File: config.mk
export PLATFORM = sky130hd
export DESIGN_NAME = uart_stim_tx
export DESIGN_NICKNAME = d
export VERILOG_FILES = /design/src/rtl/uart_pkg.sv /design/src/rtl/uart_stim_fifo.sv /design/src/rtl/uart_stim_tx.sv
export SDC_FILE = /design/constraint.sdc
export NUM_CORES = 1
export LEC_CHECK = 0
export ABC_AREA = 0
export CAP_MARGIN = 5
export CORE_ASPECT_RATIO = 0.8
export CORE_MARGIN = 2
export CORE_UTILIZATION = 42
export DETAILED_ROUTE_END_ITERATION = 8
export PLACE_DENSITY = 0.56
export RECOVER_POWER = 25
export SYNTH_ARGS = -nofsm -noshare
export SYNTH_HDL_FRONTEND = slang
export SYNTH_SLANG_ARGS = --single-unit
File: constraint.sdc
create_clock -name clk -period 3.5 [get_ports clk]
set_clock_uncertainty 0.1 [all_clocks]
set_input_delay 0.7 -clock clk [delete_from_list [all_inputs] [get_ports clk]]
set_output_delay 0.7 -clock clk [all_outputs]
set_load 0.05 [all_outputs]
File: src/rtl/uart_pkg.sv
// Shared UART definitions for the stimulus transmitter.
//   uart_state_t             : transmitter FSM states (PARITY only when
//                              UART_STIM_TX_PARITY_EN is defined)
//   UART_DEFAULT_CLK_PER_BIT : 100 MHz / 115200 baud
//   UART_DATA_BITS           : data bits per frame
//   UART_FRAME_BITS          : bits per frame (start + data [+ parity] + stop)
//   frame_cycles()           : frame length in clock cycles
// Configuration macro: UART_STIM_TX_PARITY_EN (8E1 when defined, else 8N1).
package uart_pkg;

   localparam int UART_DEFAULT_CLK_PER_BIT = 868;
   localparam int UART_DATA_BITS           = 8;

`ifdef UART_STIM_TX_PARITY_EN
   localparam int UART_FRAME_BITS = 11;
   typedef enum logic [2:0] {IDLE, START, DATA, PARITY, STOP} uart_state_t;
`else
   localparam int UART_FRAME_BITS = 10;
   typedef enum logic [2:0] {IDLE, START, DATA, STOP} uart_state_t;
`endif

   function automatic int frame_cycles(input int clk_per_bit);
      return UART_FRAME_BITS * clk_per_bit;
   endfunction

endpackage

File: src/rtl/uart_stim_fifo.sv
// Synchronous byte FIFO feeding the UART stimulus transmitter.
//   clk, reset      : rising-edge clock, async active-high reset
//   push, push_data : write a byte (ignored when full)
//   pop, pop_data   : pop_data shows the head; pop removes it (ignored when empty)
//   full, empty     : status flags
//   level           : number of bytes held (0..DEPTH)
// DEPTH must be a power of two so the pointers wrap by natural overflow.
module uart_stim_fifo #(
   parameter  int DEPTH = 16,
   localparam int AW    = $clog2(DEPTH)
) (
   input  logic        clk,
   input  logic        reset,
   input  logic [7:0]  push_data,
   input  logic        push,
   input  logic        pop,
   output logic [7:0]  pop_data,
   output logic        full,
   output logic        empty,
   output logic [AW:0] level
);

   logic [7:0]    mem [DEPTH];
   logic [AW-1:0] wptr, rptr;
   logic          do_push, do_pop;

   assign full     = (level == (AW+1)'(DEPTH));
   assign empty    = (level == '0);
   assign do_push  = push && !full;
   assign do_pop   = pop && !empty;
   assign pop_data = mem[rptr];

   // Storage carries no reset; the pointers define what is valid.
   always_ff @(posedge clk) begin
      if (do_push) mem[wptr] <= push_data;
   end

   always_ff @(posedge clk or posedge reset) begin
      if (reset) begin
         wptr  <= '0;
         rptr  <= '0;
         level <= '0;
      end else begin
         if (do_push) wptr <= wptr + 1'b1;
         if (do_pop)  rptr <= rptr + 1'b1;
         case ({do_push, do_pop})
            2'b10:   level <= level + 1'b1;
            2'b01:   level <= level - 1'b1;
            default: level <= level;
         endcase
      end
   end

endmodule

File: src/rtl/uart_stim_tx.sv
// UART stimulus transmitter: buffers bytes and serialises them onto rxd
// (idle high, start bit, 8 data bits LSB first, optional even parity, stop).
//   clk, reset         : rising-edge clock, async active-high reset
//   wr_data, wr_valid  : byte to send, accepted when wr_ready is also high
//   wr_ready           : FIFO has room (low during and just after reset)
//   rxd                : registered serial line toward the receiver under test
//   busy               : frame in progress or bytes still buffered
//   fifo_level         : bytes currently buffered
// Configuration macro: UART_STIM_TX_PARITY_EN adds an even-parity bit.
module uart_stim_tx
   import uart_pkg::*;
#(
   parameter int CLK_PER_BIT = UART_DEFAULT_CLK_PER_BIT,
   parameter int FIFO_DEPTH  = 16
) (
   input  logic                         clk,
   input  logic                         reset,
   input  logic [7:0]                   wr_data,
   input  logic                         wr_valid,
   output logic                         wr_ready,
   output logic                         rxd,
   output logic                         busy,
   output logic [$clog2(FIFO_DEPTH):0] fifo_level
);

   localparam int            CW       = $clog2(CLK_PER_BIT);
   localparam logic [CW-1:0] CNT_MAX  = CW'(CLK_PER_BIT - 1);
   localparam logic [2:0]    LAST_BIT = 3'(UART_DATA_BITS - 1);

   if (CLK_PER_BIT < 4) begin : g_bad_clk_per_bit
      $error("uart_stim_tx: CLK_PER_BIT must be at least 4");
   end
   if (FIFO_DEPTH < 2 || (FIFO_DEPTH & (FIFO_DEPTH - 1)) != 0) begin : g_bad_depth
      $error("uart_stim_tx: FIFO_DEPTH must be a power of two, at least 2");
   end

   uart_state_t   state, state_n;
   logic [CW-1:0] cnt, cnt_n;
   logic [2:0]    bit_idx, bit_idx_n;
   logic [7:0]    data_q, data_n;
   logic          rxd_n;
   logic          rdy_q;
   logic          push, pop, full, empty, bit_end;
   logic [7:0]    pop_data;

   // rdy_q keeps wr_ready low until the first edge after reset is released.
   assign wr_ready = rdy_q && !full;
   assign push     = wr_valid && wr_ready;
   assign busy     = (state != IDLE) || !empty;
   assign bit_end  = (cnt == CNT_MAX);

   uart_stim_fifo #(.DEPTH(FIFO_DEPTH)) u_fifo (
      .clk       (clk),
      .reset     (reset),
      .push_data (wr_data),
      .push      (push),
      .pop       (pop),
      .pop_data  (pop_data),
      .full      (full),
      .empty     (empty),
      .level     (fifo_level)
   );

   always_ff @(posedge clk or posedge reset) begin
      if (reset) begin
         state   <= IDLE;
         cnt     <= '0;
         bit_idx <= '0;
         data_q  <= '0;
         rxd     <= 1'b1;
         rdy_q   <= 1'b0;
      end else begin
         state   <= state_n;
         cnt     <= cnt_n;
         bit_idx <= bit_idx_n;
         data_q  <= data_n;
         rxd     <= rxd_n;
         rdy_q   <= 1'b1;
      end
   end

   // Next state. The baud counter wraps on its own at bit_end, which is
   // exactly when the state or bit index changes.
   always_comb begin
      state_n   = state;
      cnt_n     = bit_end ? '0 : cnt + 1'b1;
      bit_idx_n = bit_idx;
      data_n    = data_q;
      pop       = 1'b0;
      case (state)
         IDLE: begin
            cnt_n = '0;
            if (!empty) begin
               pop     = 1'b1;
               data_n  = pop_data;
               state_n = START;
            end
         end
         START: begin
            if (bit_end) begin
               state_n   = DATA;
               bit_idx_n = '0;
            end
         end
         DATA: begin
            if (bit_end) begin
               if (bit_idx == LAST_BIT) begin
`ifdef UART_STIM_TX_PARITY_EN
                  state_n = PARITY;
`else
                  state_n = STOP;
`endif
               end else begin
                  bit_idx_n = bit_idx + 3'd1;
               end
            end
         end
`ifdef UART_STIM_TX_PARITY_EN
         PARITY: begin
            if (bit_end) state_n = STOP;
         end
`endif
         STOP: begin
            // Chain straight into the next start bit when more data waits.
            if (bit_end) begin
               if (!empty) begin
                  pop     = 1'b1;
                  data_n  = pop_data;
                  state_n = START;
               end else begin
                  state_n = IDLE;
               end
            end
         end
         default: state_n = IDLE;
      endcase
   end

   // Line level for the current state; registered so rxd is glitch-free.
   always_comb begin
      rxd_n = 1'b1;
      case (state)
         START:   rxd_n = 1'b0;
         DATA:    rxd_n = data_q[bit_idx];
`ifdef UART_STIM_TX_PARITY_EN
         PARITY:  rxd_n = ^data_q;
`endif
         default: rxd_n = 1'b1;
      endcase
   end

endmodule

==> run_results.csv, run 1 <==
group,metric,value,unit
logic_synthesis,syn_area_per_cell,17.1,µm²
setup_path,worst_ep_required_time,2700,ps
placed_design,routabilityCongestion,0.732,
logic_synthesis,synth_xor_xnor_area_share,2.15,%
global_route,grt_pass1_wl,20.8,mm
logic_synthesis,yosys.area_share.adder,3.18,%
min_path,hold_path.class,"register to register",
sta,relSlewSlack,38.3,%
sta,worst_slew_pin_slew,926,ps
sta,rsz0062_at_grt,"false",
logic_synthesis,syn-num-nets,434,
sta,setup_violations,0,
power_and_ir_drop,switching_share,25.9,%
cells_and_area,area_growth,14.7,%
logic_synthesis,synth_edf_count,128,
floorplan,num_rows,41,
floorplan,start_util,43.5,%
floorplan,io_pins,19,
power_and_ir_drop,p_int,3.44,mW
floorplan,core,16000,µm²
setup_path,crit_family,"simple AND/OR/NAND/NOR gates",
floorplan,die_w,148,µm
route,drt-vias-per-instance,5.24,
sta,fmax,0.302,GHz
global_route,antenna_found_initial,0,
route,wire_per_inst,19.9,µm
power_and_ir_drop,finalPower,4.65,mW
global_route,grtUsageTotal,16.5,%
sta,finalHoldViolCount,0,
sta,period_needed,3310,ps
setup_path,cp_slowest_cell,"clkdlybuf4s50_1",
clocking,clk_pin_slew_worst_paths,70,ps
cells_and_area,n_fill_cell,1319,
placed_design,placed_cells,631,
logic_synthesis,ys_seq_area_share,69.2,%
power_and_ir_drop,vdd_drop_max,411,µV
logic_synthesis,ys_types,43,
clocking,clkLatencyLatePin,420,ps
logic_synthesis,synthArstFlopShare,22.9,%
setup_path,crit_type,"register to output pin",
min_path,hp-start,"data_q[2]",
global_route,grt_overflow,0,
route,ant_nets,0,
logic_synthesis,netlist_top_cells_area,"edfxtp_1, dfrtp_1, mux4_2, ha_1, and2_1",
clocking,cts_tree,"yes",
cells_and_area,nNetsFinal,463,
clocking,post-cts-setup-buffer-count,0,
global_route,grt_pass1_vias,3582,
setup_path,worstSetupStartpointType,"register",
setup_path,reg2reg_from,"u_fifo.level[0]",
placed_design,dp_hpwl,8.53,mm
logic_synthesis,synth_compound_area_share,3.32,%
route,dr_total_vias,3477,
clocking,cts_made_buffers,17,
setup_path,cp_slowest_stage_delay,710,ps
power_and_ir_drop,power_density,585,nW/µm²
clocking,clockBufferDepth,2,
logic_synthesis,ys_warn_count,0,
setup_path,crit_chain,"or4_4 > or3_1 > clkdlybuf4s50_1",
cells_and_area,stdcell_count,663,
power_and_ir_drop,pwr-share-clk,38.5,%
setup_path,crit_buf_inv,1,
route,drc,0,
logic_synthesis,syn_inst,406,
sta,setup_tns,0,ps
floorplan,die-height,119,µm
logic_synthesis,synthesis.area,6930,µm²
power_and_ir_drop,switchingPower,1.20,mW
logic_synthesis,synth_area_leader_cell,"edfxtp_1",
run_status,status,"completed",
clocking,cts_resized,0,
setup_path,r2r_setup_slack,250,ps
floorplan,dieArea,17600,µm²
route,drt-total-wl,13.2,mm
logic_synthesis,synthMuxAreaShare,14.3,%
logic_synthesis,ys_ff_latch,166,
power_and_ir_drop,power_leakage,2.78,nW
cells_and_area,antenna_cells,0,
route,drt_iter0_markers,203,
placed_design,port_buffers,18,
logic_synthesis,synth-main-ff-cell,"edfxtp_1",
route,drt-pass1-iter-count,7,
setup_path,startpoint,"u_fifo.level[0]",
logic_synthesis,synth-simple-area-share,6.05,%
clocking,cts_root_buf,"clkbuf_16",
global_route,grt_max_degree,22,
logic_synthesis,synth_top_area_share,55.4,%
clocking,cts_sinks,166,
setup_path,worstSetupEndpointType,"output pin",
clocking,postCtsHoldBufs,0,
setup_path,arrival,2510,ps
sta,post-route-period-util,94.7,%
job,maxCapViolations,0,
cells_and_area,drive_gt1_share,19.2,%
logic_synthesis,synth_top_family_by_area,"multiplexers",
clocking,htreeDepth,4,
setup_path,path_max_fanout,5,
sta,drv_slew,0,
power_and_ir_drop,comb_power_share,11.2,%
power_and_ir_drop,p_seq_share,50.3,%
synth_stat cells, types with 6 or more instances:
library cell and count:
nand2_1 18, buf_2 7, and2_1 18, inv_1 13, xor2_1 6, mux4_2 34, o21ai_0 17, edfxtp_1 128
ha_1 16, mux2i_1 11, nand3_1 6, a21oi_1 12, xnor2_1 11, dfrtp_1 37, nor2_1 19, mux2_2 10
cells in the final DEF, fill, tap and decap left out, types with 7 or more instances in the layout:
master           count
edfxtp_1           128
dfrtp_1             36
mux4_2              34
nor2_1              19
nand2_1             18
and2_1              18
o21ai_0             17
clkbuf_16           17
ha_1                16
inv_1               13
a21oi_1             12
xnor2_1             11
mux2i_1             11
clkdlybuf4s50_1     11
mux2_2              10
dlygate4sd3_1        7
worst reg2reg max path, delay by kind of cell, from the launching register on:
family          cells  cell delay (ps)
compound gates      2              300
xor+xnor            1              140
fa+ha+maj           2              650
buf+inv             2              210
flops               1              440
simple gates        5             1330
stage by stage:
| step | setup WS [ps] | utilization [%] | area (µm²) | hold WS (ps) |
|---|---|---|---|---|
| CTS | 168 | 49.8 | 7950 | 381 |
| floorplan | 2.97 | - | 6930 | 345 |
| global route | 26.5 | 49.8 | 7950 | 395 |
| detailed placement | 276 | 46.3 | 7390 | 367 |
| finish | 187 | 49.8 | 7950 | 375 |
| global placement | 353 | 46.3 | 7390 | 364 |
routing by layer:
layer	global-route usage [%]	share of wire, %
met3	4.79	4.2
met4	6.31	1.7
met5	0	0
met2	25.3	47
met1	22.4	47
registers in the layout, summed over array words and instances (netlist names):
register and count:
bit_idx 3, cnt 10, data_q 8, rdy_q 1
rxd 1, state 2, u_fifo.level 5, u_fifo.mem 128
u_fifo.rptr 4, u_fifo.wptr 4
power by group through the flow:
stage	Clock, mW	Sequential (mW)	Combinational (mW)
2_1_floorplan	0	2.45	0.251
3_3_place_gp	0	2.37	0.524
6_report	1.79	2.34	0.522
3_5_place_dp	0	2.38	0.528
5_1_grt	1.91	2.35	0.566
4_1_cts	1.83	2.34	0.530
kinds of logic after synthesis:
| family | count (synthesis) |
|---|---|
| fa+ha+maj | 17 |
| compound gates | 40 |
| mux | 55 |
| buf+inv | 29 |
| other cells | 1 |
| flops | 166 |
| xor+xnor | 17 |
| simple gates | 81 |
path summary, 6_finish.rpt:
path,depth (start not counted),end
hold reg to reg,2,data_q[2]
setup / recovery,3,busy
min in group asynchronous,2,cnt[1]
hold / removal,2,data_q[2]
max in group asynchronous,3,u_fifo.rptr[0]
setup reg to reg,12,u_fifo.level[4]
layout make-up:
type	instances	area [µm²]	area share, %
Clock buffer	18	429	5.40
Clock inverter	14	135	1.70
Inverter	14	52.6	0.661
Multi-Input combinational cell	211	2010	25.3
Sequential cell	166	4800	60.3
Tap cell	215	269	3.38
Timing Repair Buffer	25	258	3.24
Power figures use the tool's default switching activity.
==> inputs of run 2 (changes only) <==
- MAX_ROUTING_LAYER: unset -> met4
==> run_results.csv, run 2 (synthesis gave the netlist of run 1 again) <==
group,metric,value,unit
placed_design,dp_hpwl,8.53,mm
global_route,grt_max_degree,22,
power_and_ir_drop,vdd_drop_max,411,µV
setup_path,crit_type,"register to output pin",
global_route,antenna_found_initial,0,
setup_path,startpoint,"u_fifo.level[0]",
route,drt-vias-per-instance,5.24,
sta,setup_violations,0,
route,ant_nets,0,
sta,fmax,0.302,GHz
cells_and_area,drive_gt1_share,19.2,%
floorplan,num_rows,41,
floorplan,io_pins,19,
clocking,htreeDepth,4,
global_route,grt_pass1_wl,20.9,mm
cells_and_area,top_regs,"u_fifo.mem x128, cnt x10, data_q x8",
clocking,cts_sinks,166,
cells_and_area,antenna_cells,0,
floorplan,core,16000,µm²
clocking,postCtsHoldBufs,0,
clocking,cts_made_buffers,17,
global_route,grt_overflow,0,
sta,worst_slew_pin_slew,905,ps
cells_and_area,nNetsFinal,463,
run_status,status,"completed",
min_path,hold_path.class,"register to register",
sta,post-route-period-util,94.6,%
placed_design,routabilityCongestion,0.741,
job,maxCapViolations,0,
power_and_ir_drop,power_leakage,2.78,nW
floorplan,dieArea,17600,µm²
clocking,cts_resized,0,
route,drt-pass1-iter-count,4,
cells_and_area,final_cell_mix,"edfxtp_1, dfrtp_1, mux4_2, nor2_1",
setup_path,worst_ep_required_time,2700,ps
placed_design,port_buffers,18,
cells_and_area,area_growth,14.7,%
floorplan,die_w,148,µm
cells_and_area,final_common_cell,"edfxtp_1",
floorplan,die-height,119,µm
floorplan,start_util,43.5,%
clocking,cts_tree,"yes",
setup_path,reg2reg_from,"u_fifo.level[0]",
setup_path,worstSetupEndpointType,"output pin",
min_path,hp-start,"data_q[2]",
sta,period_needed,3310,ps
route,drt_iter0_markers,179,
sta,worst_slack,188,ps
setup_path,path_max_fanout,5,
sta,rsz0062_at_grt,"false",
route,dr_total_vias,3473,
sta,drv_slew,0,
cells_and_area,n_fill_cell,1319,
sta,finalHoldViolCount,0,
global_route,grtUsageTotal,17.0,%
global_route,grt_pass1_vias,3576,
setup_path,r2r_cells,12,
cells_and_area,largest_register_ffs,128,
placed_design,dpl_worst_slack,276,ps
setup_path,arrival,2510,ps
setup_path,worstSetupStartpointType,"register",
clocking,cts_root_buf,"clkbuf_16",
clocking,post-cts-setup-buffer-count,0,
route,drt-total-wl,13.3,mm
clocking,clockBufferDepth,2,
route,wire_per_inst,20.0,µm
clocking,clk_pin_slew_worst_paths,70,ps
setup_path,r2r_setup_slack,260,ps
sta,setup_tns,0,ps
clocking,clkLatencyLatePin,420,ps
cells_and_area,top_register,"u_fifo.mem",
min_path,min_path_cells,2,
power_and_ir_drop,power_density,585,nW/µm²
sta,relSlewSlack,39.6,%
route,drc,0,
-- run 2: cell counts in the layout (fill, tap and decap cells not counted) --
No cell type changed its count.
-- run 2: final timing paths --
check / to
min: data_q[2]
min in group asynchronous: u_fifo.level[0]
min reg2reg: data_q[2]
max in group asynchronous: u_fifo.rptr[0]
max: busy
max reg2reg: u_fifo.level[4]
-- run 2: metrics by stage --
step,total power [mW],hold WS (ps),instances,utilization [%],instance area (µm²)
after floorplan,2.70,345,406,-,6930
after global placement,2.89,364,631,46.3,7390
after detailed placement,2.90,367,631,46.3,7390
after CTS,4.70,381,663,49.8,7950
after global routing,4.83,395,663,49.8,7950
final,4.65,375,663,49.8,7950
-- run 2: worst max-delay path: stages, from the launching register on --
cell	delay (ps)
dfrtp_1	440
or4_4	590
or3_1	340
clkdlybuf4s50_1	710
-- run 2: final cells by class --
type / count / area [µm²] / share of cell area, %
Sequential cell: 166 / 4800 / 60.3
Clock inverter: 14 / 135 / 1.70
Timing Repair Buffer: 25 / 258 / 3.24
Multi-Input combinational cell: 211 / 2010 / 25.3
Clock buffer: 18 / 429 / 5.40
Tap cell: 215 / 269 / 3.38
Inverter: 14 / 52.6 / 0.661
-- run 2: layer usage --
layer  up-vias  global-route usage (%)  part of all wire, %  wire length (µm)
met5         -                       -                    0                 0
met2        64                    25.2                   47              6250
met1      1778                    22.5                   46              6130
met4         0                    6.31                  1.8               240
met3        16                    4.79                  4.7               626
li1       1615                       -                    -                 -
-- run 2: report_power, final --
group | switching [mW] | internal [mW] | total, mW | leakage [nW]
Sequential | 0.0826 | 2.25 | 2.34 | 1.62
Clock | 0.794 | 0.998 | 1.79 | 0.279
Combinational | 0.331 | 0.192 | 0.523 | 0.881
Total | 1.21 | 3.44 | 4.65 | 2.78
==> patch 1 (flow settings as in run 1) <==
The option `UART_STIM_TX_PARITY_EN` is turned on by a define.
--- a/src/rtl/uart_pkg.sv
+++ b/src/rtl/uart_pkg.sv
@@ -6,6 +6,8 @@
 //   UART_FRAME_BITS          : bits per frame (start + data [+ parity] + stop)
 //   frame_cycles()           : frame length in clock cycles
 // Configuration macro: UART_STIM_TX_PARITY_EN (8E1 when defined, else 8N1).
+`define UART_STIM_TX_PARITY_EN
+
 package uart_pkg;
 
    localparam int UART_DEFAULT_CLK_PER_BIT = 868;
Check against the original RTL: same outputs for any inputs over 10 cycles, from zero or initial values and one cycle with reset high; that may be too few to reach the edited logic, so the function may still have changed.
==> patch 1 against run 1 <==
  * Worst hold slack better by 0.019 ns
  * Total power is 0.93% lower
  * Synthesized area rose by 1.3%
  * Utilization shrank 0.52 points
  * Clock power shrank 3%
  * First-iteration DRC count is 16% higher
  * Sequential cell count grew 1
  * Worst setup slack better by 0.13 ns
  * Final area increased by 2.0%
  * Sequential share of layout area down 0.88 points
  * Routed wire length increased by 0.59%
==> patch 1: results (changes against run 1) <==
----------------------------------------------------
[Yosys]
  Xor-xnor portion of the synthesized cell area ... 0.03225 (+0.01078)
  Net count after synthesis ... 462 (+6.5%)
  Compound-Gate Fraction of Synth Area ... 0.04063 (+0.007420)
  Area contributors post-synth ... sky130_fd_sc_hd__edfxtp_1, sky130_fd_sc_hd__dfrtp_1, sky130_fd_sc_hd__mux4_2
  Syn Area/Cell ... 16.03 sq um (-6.1%)
  Top cells by instance count after synthesis ... sky130_fd_sc_hd__edfxtp_1, sky130_fd_sc_hd__nor2_1, sky130_fd_sc_hd__dfrtp_1, sky130_fd_sc_hd__mux2i_1, sky130_fd_sc_hd__mux4_2
  Area share of fa/ha/maj cells after synthesis ... 0.02423 (-0.007529)
  Count of distinct cell types in the synthesized netlist ... 44 (+2.3%)
  Mux share of post-synthesis cell area ... 0.1235 (-0.01909)
  Share of synthesized area occupied by flip-flops and latches ... 0.6866 (-0.005188)
  Async SR Flop Fraction ... 0.2335 (+0.004617)
  Dominant combinational cell family by area after synthesis ... multiplexers

[Layout]
  Layout net count ... 502 (+8.4%)
  Number of diodes added for antenna fixing ... 0 (unchanged)
  Count of non-filler cells in the finished layout ... 711 (+7.2%)
  Layout cells sized above 1 ... 0.1853 (-0.006628)

[Setup path]
  Worst EP arrival ... 2.38 ns (-0.13 ns)
  Worst r2r src ... cnt[3]
  Setup slack of the most critical reg-to-reg path ... 0.47 ns (+0.22 ns)
  Reg2reg path depth ... 11 (-1)

[Global routing]
  Vias in the first global route ... 3639 (+1.6%)
  Global-route wire length before repair ... 20.98 mm (+0.70%)
  Total routing usage reported by global routing ... 0.1622 (-0.002452)
  Largest net degree at the start of global routing ... 30 (+36%)

[STA]
  Minimum hold slack ... 0.3937 ns (+0.01854 ns)
  Rel. slew slack ... 0.2373 (-0.1456)
  Worst setup slack after layout ... 0.3183 ns (+0.1314 ns)

[Place]
  Detailed Place HPWL ... 8.589 mm (+0.66%)
  Instance area after placement ... 0.007557 sq mm (+2.3%)
  Placer congestion estimate ... 0.7688 (+5.0%)
  Number of placed instances, taps included ... 679 (+7.6%)
  Setup WS pre-CTS ... 0.4582 ns (+0.1821 ns)

[Power and ir drop]
  Static power due to leakage ... 2.838 nW (+2.0%)
  Internal power of the cells ... 0.003433 W (-0.32%)
  Worst supply voltage drop on vdd ... 0.0003147 V (-23%)

[Min path]
  Critical hold path startpoint ... cnt[0]
  Worst hold stages ... 1 (-1)
  Worst hold endpoint ... cnt[0]

[Outcome]
  Outcome ... completed

[Route]
  Sum of routed wire length over all layers ... 13.27 mm (+0.59%)
  Iteration-0 DRC count of the detailed router ... 236 (+16%)
  Number of vias per cell after detailed routing ... 5.077 (-3.2%)
  First drt pass iteration count ... 5 (-2)

[CTS]
  Clk_lat worst skew ... 0.42 ns (about the same)
  Clock-pin slew reported for the worst setup and hold paths after clock tree synthesis ... around 0.060 ns

----------------------------------------------------
-- patch 1: changes by cell type after synthesis, sizes merged, moves of 4 or more --
cell	run 1	this run
mux2	10	1
a21oi	12	19
nor2b	1	11
nor2	19	42
mux4	34	26
o21ai	18	9
clkbuf	3	8
mux2i	11	27
xnor2	11	15
a221oi	0	8
and2	18	1
ha	16	12
xor2	6	10
-- patch 1: layout make-up --
type | instances | area [sq um]
Clock buffer | 18 | 429.2
Clock inverter | 14 | 126.4
Multi-Input combinational cell | 238 | 2053
Timing Repair Buffer | 42 | 360.3
Tap cell | 220 | 275.3
Sequential cell | 167 | 4823
Inverter | 12 | 45.04
Fill cell | 1373 | 8335
-- patch 1: worst reg2reg max path, stage by stage, from the launching register on --
cell	delay, ns
sky130_fd_sc_hd__dfrtp_1	0.41
sky130_fd_sc_hd__and4bb_1	0.32
sky130_fd_sc_hd__nand4_4	0.17
sky130_fd_sc_hd__a2111oi_4	0.41
sky130_fd_sc_hd__ha_1	0.29
sky130_fd_sc_hd__inv_1	0.10
sky130_fd_sc_hd__fa_1	0.41
sky130_fd_sc_hd__nor2b_1	0.12
sky130_fd_sc_hd__o21ai_0	0.10
sky130_fd_sc_hd__and3_1	0.19
sky130_fd_sc_hd__nor3_1	0.17
sky130_fd_sc_hd__xor2_1	0.16
-- patch 1: power by group through the flow --
stage,Clock (W),Combinational (W),Sequential [W]
after CTS,0.00178,0.000521,0.00236
after floorplan,0,0.000263,0.00245
after global routing,0.00187,0.000557,0.00237
after detailed placement,0,0.000520,0.00240
final,0.00174,0.000511,0.00235
after global placement,0,0.000512,0.00239
-- patch 1: metal layers --
metal  GRT usage  wire [microns]  vias up
li1            -               -     1735
met1      0.2360            6552     1824
met2      0.2402            6160       45
met3     0.04297             470        6
met4     0.05179              88        0
met5           0               0        -
==> patch 2 (flow settings as in run 1) <==
Without the edit above. Reset style: synchronous (`reset`), changed in 2 clocked blocks. Comments in the files are not updated.
--- a/src/rtl/uart_stim_fifo.sv
+++ b/src/rtl/uart_stim_fifo.sv
@@ -35,7 +35,7 @@
       if (do_push) mem[wptr] <= push_data;
    end
 
-   always_ff @(posedge clk or posedge reset) begin
+   always_ff @(posedge clk) begin
       if (reset) begin
          wptr  <= '0;
          rptr  <= '0;
--- a/src/rtl/uart_stim_tx.sv
+++ b/src/rtl/uart_stim_tx.sv
@@ -61,7 +61,7 @@
       .level     (fifo_level)
    );
 
-   always_ff @(posedge clk or posedge reset) begin
+   always_ff @(posedge clk) begin
       if (reset) begin
          state   <= IDLE;
          cnt     <= '0;
Formal check against the unedited RTL: differs if reset is asserted again (counterexample within 4 cycles, from zero or initial values and one cycle with reset high); with reset held inactive, the same outputs for 10 cycles.
==> patch 2 against run 1 <==
  * Synthesized area increased by 0.83%
  * Count of clock-buffer cells in the layout did not move
  * Non-clock buffer count up 1
  * Sequential cell count increased by 4
  * Cell count up 4.1%
  * Register-to-register slack gained 0.11 ns
  * Worst setup slack better by 0.15 ns
  * Final area is the same
  * Via count increased by 3.5%
  * Routed wire length up 2.3%
Power is not compared: it rests on default switching activity, and its combinational part moved more than twofold at a synthesized area within 25%.
==> patch 2: results (changes against run 1) <==
----------------------------------------------------
[Global routing]
  Met3 track utilization from global routing ... 0.05134 (+0.003448)
  Vias in the first global route ... 3677 (+2.7%)
  Total routing usage reported by global routing ... 0.1652 (+0.0005402)
  Met1 layer usage reported by global route ... 0.2354 (+0.01183)
  Largest net degree at the start of global routing ... 23 (+4.5%)
  Global-route wire length before repair ... 21.24 mm (+2.0%)
  Met2 demand-to-capacity share in global routing ... 0.2497 (-0.003196)
  Antenna violations before repair ... 0 (unchanged)

[Route]
  Number of vias per cell after detailed routing ... 5.213 (-0.60%)
  Routed wl met3 ... 609 microns (+9.3%)
  Iteration-0 DRC count of the detailed router ... 208 (+2.5%)
  Met1 Wirelength ... 6.394 mm (+3.8%)
  Met2 wire len ... 6.359 mm (+1.8%)
  First drt pass iteration count ... 4 (-3)
  Sum of routed wire length over all layers ... 13.49 mm (+2.3%)

[Layout]
  Largest registers ... u_fifo.mem: 128 flops, cnt: 10 flops, data_q: 8 flops
  Layout cells sized above 1 ... 0.1787 (-0.01324)
  Filler instances ... 1435 (+8.8%)
  Count of non-filler cells in the finished layout ... 690 (+4.1%)
  Layout net count ... 483 (+4.3%)

[Yosys]
  Count of distinct cell types in the synthesized netlist ... 49 (+14%)
  Compound-Gate Fraction of Synth Area ... 0.05012 (+0.01691)
  Async SR Flop Fraction ... 0 (-0.2289)
  Area share of fa/ha/maj cells after synthesis ... 0.02685 (-0.004915)
  Area contributors post-synth ... sky130_fd_sc_hd__edfxtp_1, sky130_fd_sc_hd__dfxtp_1, sky130_fd_sc_hd__mux4_2
  Syn Area/Cell ... 16.26 sq um (-4.8%)
  Net count after synthesis ... 456 (+5.1%)
  Share of synthesized area occupied by flip-flops and latches ... 0.6701 (-0.02163)
  Mux share of post-synthesis cell area ... 0.1328 (-0.009765)
  Top cells by instance count after synthesis ... sky130_fd_sc_hd__edfxtp_1, sky130_fd_sc_hd__dfxtp_1, sky130_fd_sc_hd__nor2_1, sky130_fd_sc_hd__mux4_2, sky130_fd_sc_hd__and2_1
  Xor-xnor portion of the synthesized cell area ... 0.02130 (-0.0001768)

[Place]
  Instance area after placement ... 0.007410 sq mm (+0.30%)
  Detailed Place HPWL ... 8.714 mm (+2.1%)
  Setup WS pre-CTS ... 0.3317 ns (+0.05557 ns)
  Placer congestion estimate ... 0.7433 (+1.6%)
  Number of placed instances, taps included ... 658 (+4.3%)

[CTS]
  Clk_lat worst skew ... 0.43 ns
  Post-cts sizing count ... 0 (unchanged)
  Number of clock buffers inserted by TritonCTS ... 17 (unchanged)
  Deepest clock path buffer count ... 2 (unchanged)
  Clock-pin slew reported for the worst setup and hold paths after clock tree synthesis ... 0.07 ns (about the same)

[Power and ir drop]
  Part of the total power dissipated in combinational logic ... 0.261

[Outcome]
  Outcome ... completed

[Setup path]
  Worst-path fanout max ... 6 (+1)
  Kind of cell with the highest combined delay on the critical path ... simple AND/OR/NAND/NOR gates
  Worst EP arrival ... 2.36 ns (-0.15 ns)

[STA]
  Worst-margin pin slew ... 0.7620 ns (-0.1637 ns)

----------------------------------------------------
patch 2: changes by cell type after synthesis, sizes merged, moves of 9 or more:
cell / run 1 / this run
a211oi: 0 / 9
dfrtp: 37 / 0
dfxtp: 0 / 42
nor2: 19 / 37
nor2b: 1 / 10
o21ai: 18 / 5
patch 2: final cells by class:
| class | count | area [sq um] | area share |
|---|---|---|---|
| clock buffers | 18 | 429.2 | 0.05397 |
| clock inverters | 14 | 112.6 | 0.01416 |
| inverters | 8 | 30.03 | 0.003777 |
| multi-input cells | 234 | 2166 | 0.2724 |
| flip-flops and latches | 170 | 4686 | 0.5893 |
| well taps | 220 | 275.3 | 0.03462 |
| repair buffers | 26 | 252.7 | 0.03179 |
patch 2: worst paths after layout:
kind	startpoint	to	slack (ns)	cells after the start
worst min register to register	cnt[0]	cnt[0]	0.37	1
worst min-delay path	cnt[0]	cnt[0]	0.37	1
worst max-delay path	u_fifo.level[0]	busy	0.34	4
worst max register to register	cnt[0]	u_fifo.level[4]	0.36	12
